## src/rtl/grayscale_mode_ctrl.sv

```systemverilog
// Frame-aligned controller for the grayscale converter enable: mode requests are
// applied only at a vblank rising edge, with a frame hold-off and a stalled-video timeout.
//   state | meaning
//   IDLE  | ready for a request
//   PEND  | request latched, waiting for vblank edge or timeout
//   APPLY | one cycle, gray_en takes the request
//   HOLD  | counting vblank edges before accepting again
module grayscale_mode_ctrl #(
  parameter int unsigned HOLD_FRAMES  = 2,
  parameter int unsigned TIMEOUT      = 1000000,
  parameter bit          DEFAULT_GRAY = 1'b0
) (
  input  logic clk_i,
  input  logic reset_n_i,
  input  logic cfg_valid_i,
  input  logic cfg_gray_i,
  output logic cfg_ready_o,
  input  logic vb_in_i,
  output logic gray_en_o,
  output logic pending_o,
  output logic switch_pulse_o,
  output logic timeout_evt_o
);

  localparam int unsigned TW = $clog2(TIMEOUT) + 1;
  localparam int unsigned FW = $clog2(HOLD_FRAMES) + 1;
  localparam logic [TW-1:0] TMO_LAST = TW'(TIMEOUT - 1);
  localparam logic [TW-1:0] TMO_MAX  = '1;
  localparam logic [FW-1:0] FRM_LAST = FW'(HOLD_FRAMES - 1);
  localparam logic [FW-1:0] FRM_MAX  = '1;

  typedef enum logic [1:0] {
    IDLE  = 2'd0,
    PEND  = 2'd1,
    APPLY = 2'd2,
    HOLD  = 2'd3
  } state_t;

  state_t        state_q, state_d;
  logic          gray_q, gray_d;
  logic          req_q, req_d;
  logic          vb_d_q;
  logic [TW-1:0] tmo_q, tmo_d;
  logic [FW-1:0] frm_q, frm_d;
  logic          apply_q;
  logic          switch_pulse_q;
  logic          vb_rise;
  logic          tmo_evt;

  assign vb_rise = vb_in_i & ~vb_d_q;

  always_comb begin
    state_d = state_q;
    gray_d  = gray_q;
    req_d   = req_q;
    tmo_d   = tmo_q;
    frm_d   = frm_q;
    tmo_evt = 1'b0;
    case (state_q)
      IDLE: begin
        // A vblank edge in the handshake cycle does not count toward PEND.
        if (cfg_valid_i) begin
          req_d = cfg_gray_i;
          if (cfg_gray_i != gray_q) begin
            state_d = PEND;
            tmo_d   = '0;
          end
        end
      end
      PEND: begin
        if (vb_rise) begin
          state_d = APPLY;
        end else if (tmo_q >= TMO_LAST) begin
          state_d = APPLY;
          tmo_evt = 1'b1;
        end else if (tmo_q != TMO_MAX) begin
          tmo_d = tmo_q + TW'(1);
        end
      end
      APPLY: begin
        gray_d  = req_q;
        frm_d   = '0;
        state_d = HOLD;
      end
      HOLD: begin
        if (vb_rise) begin
          if (frm_q != FRM_MAX) frm_d = frm_q + FW'(1);
          if (frm_q >= FRM_LAST) state_d = IDLE;
        end
      end
      default: state_d = IDLE;
    endcase
  end

  always_ff @(posedge clk_i or negedge reset_n_i) begin
    if (!reset_n_i) begin
      state_q        <= IDLE;
      gray_q         <= DEFAULT_GRAY;
      req_q          <= DEFAULT_GRAY;
      vb_d_q         <= 1'b1;
      tmo_q          <= '0;
      frm_q          <= '0;
      apply_q        <= 1'b0;
      switch_pulse_q <= 1'b0;
    end else begin
      state_q        <= state_d;
      gray_q         <= gray_d;
      req_q          <= req_d;
      vb_d_q         <= vb_in_i;
      tmo_q          <= tmo_d;
      frm_q          <= frm_d;
      // Pulse lands in the cycle after gray_en has visibly changed.
      apply_q        <= (state_q == APPLY);
      switch_pulse_q <= apply_q;
    end
  end

  assign cfg_ready_o    = (state_q == IDLE);
  assign pending_o      = (state_q == PEND) || (state_q == APPLY);
  assign gray_en_o      = gray_q;
  assign switch_pulse_o = switch_pulse_q;
  assign timeout_evt_o  = tmo_evt;

endmodule

```

## config.mk

```make
export PLATFORM = sky130hd
export DESIGN_NAME = grayscale_mode_ctrl
export DESIGN_NICKNAME = d
export VERILOG_FILES = /design/src/rtl/grayscale_mode_ctrl.sv
export SDC_FILE = /design/constraint.sdc
export NUM_CORES = 1
export LEC_CHECK = 0
export CORE_MARGIN = 2
export CORE_UTILIZATION = 53
export CTS_BUF_LIST = sky130_fd_sc_hd__clkbuf_8 sky130_fd_sc_hd__clkbuf_16
export CTS_CLUSTER_DIAMETER = 60
export DETAILED_ROUTE_END_ITERATION = 10
export PLACE_DENSITY = 0.81
export SYNTH_ARGS = -nofsm -noshare
export SYNTH_HDL_FRONTEND = slang
export SYNTH_SLANG_ARGS = --single-unit
export TNS_END_PERCENT = 100
```

## constraint.sdc

```tcl
create_clock -name clk_i -period 2.6 [get_ports clk_i]
set_input_delay 0.39 -clock clk_i [delete_from_list [all_inputs] [get_ports clk_i]]
set_output_delay 0.39 -clock clk_i [all_outputs]
set_load 0.01 [all_outputs]
```

=== After elaboration in Yosys (flattened, before gate mapping) ===
Index checks and enable logic that the tools add are counted.

* Bits in registers: 30
* Bits of input ports: 5
* Output and inout bits: 5

* Add/sub/neg operators: 2
* $lt $le $gt $ge: 2
* Equal/unequal tests: 15
* Multiplexer cells: 19
* Bitwise gates (word level): 2
* Reduce and logical (&&, ||, !) cells: 8

{| class="wikitable"
|+ Operator list
! operator !! count
|-
| 2-to-1 mux 21 bit || 5
|-
| one-hot mux 21 bit (2 select lines) || 1
|-
| adder 21 x 1 -> 21 bit (second input constant) || 1
|-
| greater-or-equal comparator 21 x 20 -> 1 bit (second input constant) || 1
|-
| != test 21 bit (second input constant) || 1
|-
| 2-to-1 mux 2 bit || 8
|-
| != test 2 bit (second input constant) || 8
|-
| one-hot mux 2 bit (4 select lines) || 1
|-
| AND reduction 6 bit || 1
|-
| AND reduction 5 bit || 1
|-
| == test 2 bit (second input constant) || 2
|-
| one-hot mux 2 bit (2 select lines) || 1
|-
| nonzero test 2 bit || 2
|-
| 2-to-1 mux 1 bit || 3
|-
| != test 3 bit (second input constant) || 1
|-
| AND reduction 3 bit || 1
|-
| adder 2 x 1 -> 2 bit (second input constant) || 1
|-
| == test 2 x 1 -> 1 bit (second input constant) || 1
|-
| greater-or-equal comparator 2 x 1 -> 1 bit (second input constant) || 1
|-
| logical NOT 2 bit || 1
|-
| != test 2 x 1 -> 1 bit (second input constant) || 1
|-
| AND reduction 2 bit || 1
|-
| bitwise AND 1 bit || 1
|-
| logical OR 1 bit || 1
|-
| other kinds (2) || 2
|}

=== Longest topological paths before layout ===
* Depth after elaboration: 5
* Depth in mapped cells: 9

=== Least setup slack after synthesis ===
No wires, ideal clock.

* Path type: register -> register
* Start: register state_q[0]
* End: register tmo_q[3]
* Setup time: 0.078 ns
* Data arrival time: 1.981 ns
* Data required time: 2.522 ns
* Setup slack: 0.541 ns
* Stages on the path, launching flop included: 9
* Buffers on the path: 1
* Clock period less this slack: 2.059 ns
* Path through: dfrtp_1 > inv_1 > ha_1 > nand2_1 > o22ai_1 > nand4bb_4 > buf_6 > or4_1 > a21oi_1

* Word-level cells in the longest chain between the ends: 3
* Elaborated cells between the ends (all ways): 10
* Classes of those cells: eq/ne (6); mux (1); reduce/logical (3)

{| class="wikitable"
|+ RTL lines
! item !! RTL line !! RTL
|-
| start, declared || 39 || <nowiki>state_t state_q, state_d;</nowiki>
|-
| start signal, assigned || 106 || <nowiki>state_q <= state_d;</nowiki>
|-
| logical NOT 2 bit (*) || - ||
|-
| net cfg_ready_o || 17 || <nowiki>output logic cfg_ready_o,</nowiki>
|-
| != test 2 x 1 -> 1 bit (no source line) (tied with other cells) || - ||
|-
| AND reduction 6 bit (no source line) || - ||
|-
| end signal, assigned || 110 || <nowiki>tmo_q <= tmo_d;</nowiki>
|-
| end, declared || 43 || <nowiki>logic [TW-1:0] tmo_q, tmo_d;</nowiki>
|}

Mark *: on every way through the listed nets, which the timed path passes. The rest lies on a longest branch.
A chain may end at the register's enable or synchronous reset.

=== Final worst setup path ===
* Start: register tmo_q[0]
* End: output timeout_evt_o

* Word-level cells in the longest chain between the ends: 4

{| class="wikitable"
|+ RTL lines
! item !! RTL line !! RTL
|-
| greater-or-equal comparator 21 x 20 -> 1 bit || 73 || <nowiki>end else if (tmo_q >= TMO_LAST) begin</nowiki>
|-
| 2-to-1 mux 1 bit || 73 ||
|-
| 2-to-1 mux 1 bit || 71 || <nowiki>if (vb_rise) begin</nowiki>
|-
| 2-to-1 mux 1 bit || 59 || <nowiki>case (state_q)</nowiki>
|-
| end, declared || 22 || <nowiki>output logic timeout_evt_o</nowiki>
|}

No other way between the ends.

==> metrics <==
Initial Util 55.9%; syn avg cell area 9.82 sq um; Pint around 1.2 mW; Worst Path Arrival 2.08 ns; number of max-cap violations 0; post-synth top area share between 40% and 50%; final core utilization 63.8%; Slew HR 65.5%; Reg2Reg Setup Slack 0.27 ns; CTS sink cnt 30; CTS clk-pin slew, worst paths 0.05 ns; HPWL Detailed 2490 microns; Synth area leader dfrtp_1; initial antenna violation count 0; Synth top cells by count dfrtp_1 (29), a21oi_1 (16), nand2_1 (13), o31ai_1 (12), or4_1 (12); Clock Latency Late Sink 0.28 ns; Final ANT Viol Nets 0; Post-synth ARST share 100%; fmax 406 MHz; PwrDens 1020 nW/um^2; # diodes 0; final hold slack between 0.3 and 0.4 ns; critical path type reg2out; synthesized area 1710 sq um; crit path setup slack, layout 0.135 ns; clock power share 18.4%; core area 3050 sq um; status completed; count of cell types in the netlist between 40 and 50; H-tree Lvls 2; full die area about 3700 sq um; pin count of the biggest net entering global routing 32; Post-Route Skew 0.00684 ns; Post-CTS Hold Fix Bufs 0; layout cell share with drive strength beyond 1 11.9%; Routed WL 3500 microns; TritonCTS clock tree done; wire per inst 15.3 microns; Total GRT Usage 22.7%; CTS Buffer Depth 2; Slew @ Worst Pin 0.510 ns; Psw 0.766 mW; setup violators final 0; Yosys warnings 0; Max VDD drop 589 uV; I/O pins 10; combinational share of power 37.2%; DR vias 1,430; vias in the first global route 1,419; Tcrit/Tclk final 94.8%; Placer Congestion 0.861; Area contributors post-synth dfrtp_1 (42%), o31ai_1 (5.3%), or4_1 (5.3%); Syn Nets 186; Port Buffers 9; most numerous cell in the Yosys netlist dfrtp_1; sequential share of the synthesized area 44.0%; DRC 0; RSZ-0062 raised after global routing true; TNS Setup 0 ns; 1st-pass router iterations 4; Layout Nets 196; first-pass GRT wire length slightly above 6000 microns; Sequential Power Share 44.3%; CTS Buf Count 5; final hold violations 0; worst-path fanout max 5; post-place setup slack 0.0780 ns; P&R area growth vs syn 14.0%; Most used DFF post-synth dfrtp_1; Die X 60.8 microns; 1st-iter DRT viols 181; total grt overflow 0; Post-synth EDFFs 0; WP data required roughly 2.2 ns; Die Y 60.8 microns; Syn Inst Count 174; Worst Setup Start Kind flop; CTS root buf clkbuf_8; register bit total from synthesis 30; Sw Ratio between 30 and 40%; DR vias/cell 6.24; Worst Setup End Kind output pin; Max Slew Vio Count 0; row cnt 20; worst min path class reg2reg; fin crit period 2.47 ns; LEAKAGE 0.783 nW
-- sequential cells by signal (all words and copies together), names as in the netlist --
name / flops
apply_q: 1
vb_d_q: 1
switch_pulse_o: 1
frm_q: 2
state_q: 2
gray_en_o: 1
req_q: 1
tmo_q: 21
-- cell type report --
cell class | count | area, sq um
multi-input combinational | 127 | 903
tap | 44 | 55.1
inverter | 7 | 26.3
sequential | 30 | 752
clock buffer | 6 | 82.6
fill | 271 | 1110
timing repair buffer | 13 | 120
clock inverter | 2 | 7.51
-- power by group through the flow --
stage / clock network [mW] / logic [mW] / registers, mW
after detailed placement: 0 / 0.719 / 0.872
after global routing: 0.400 / 0.843 / 0.904
after global placement: 0 / 0.688 / 0.850
after floorplan: 0 / 0.573 / 0.798
after CTS: 0.371 / 0.732 / 0.866
final: 0.367 / 0.740 / 0.880
-- cells by family after synthesis --
kind of cell,Yosys count,synth area share (%)
AOI/OAI and AO/OA,46,18.0
xor gates and xnor gates,1,0.513
DFF,30,44.0
buffers and inverters,17,4.47
adders and majority gates,7,5.13
and+or+nand+nor,67,24.0
muxes,6,3.81
-- cell usage in the layout (no fill, tap or decap), types with 6 or more instances in the layout --
cell             Yosys  final
nand4_1              6      6
a21oi_1             16     16
nand2_1             13     13
clkbuf_8             0      6
nand3_1              7      7
ha_1                 7      7
clkdlybuf4s50_1      0      9
o31ai_1             12     12
dfrtp_1             29     29
or4_1               12     12
inv_1                7      9
-- metal layers --
metal	vias to the layer above	global-route usage, %	wire (microns)
met5	-	0	0
met4	0	12.1	53
met3	6	7.68	149
met2	36	36.4	1760
met1	702	26.9	1540
li1	686	-	-
-- stage by stage --
step / instances / instance area, sq um / power (mW)
detailed placement: 221 / 1830 / 1.59
global placement: 221 / 1830 / 1.54
global route: 229 / 1950 / 2.15
floorplan: 174 / 1710 / 1.37
CTS: 229 / 1930 / 1.97
finish: 229 / 1950 / 1.99
-- timing repair --
item	CTS	global route
endpoints found under the setup margin	1	4
resized for setup	1	3
setup buffers	0	0
hold endpoints to repair	0	0
-- final timing paths --
check / depth (start not counted) / endpoint / from
worst min-delay path: 0 / switch_pulse_o / apply_q
min in group asynchronous: 2 / tmo_q[17] / reset_n_i
max in group asynchronous: 2 / vb_d_q / reset_n_i
worst min register to register: 0 / switch_pulse_o / apply_q
worst max register to register: 7 / tmo_q[18] / state_q[0]
worst max-delay path: 5 / timeout_evt_o / tmo_q[0]
-- worst max-delay path, cell delays in order, from the launching register on --
cell and delay, ns:
dfrtp_1 0.41, ha_1 0.28, o2111ai_2 0.22, nor2_1 0.09, o311a_1 0.30, clkdlybuf4s50_1 0.49
(Power assumes the default switching activity.)
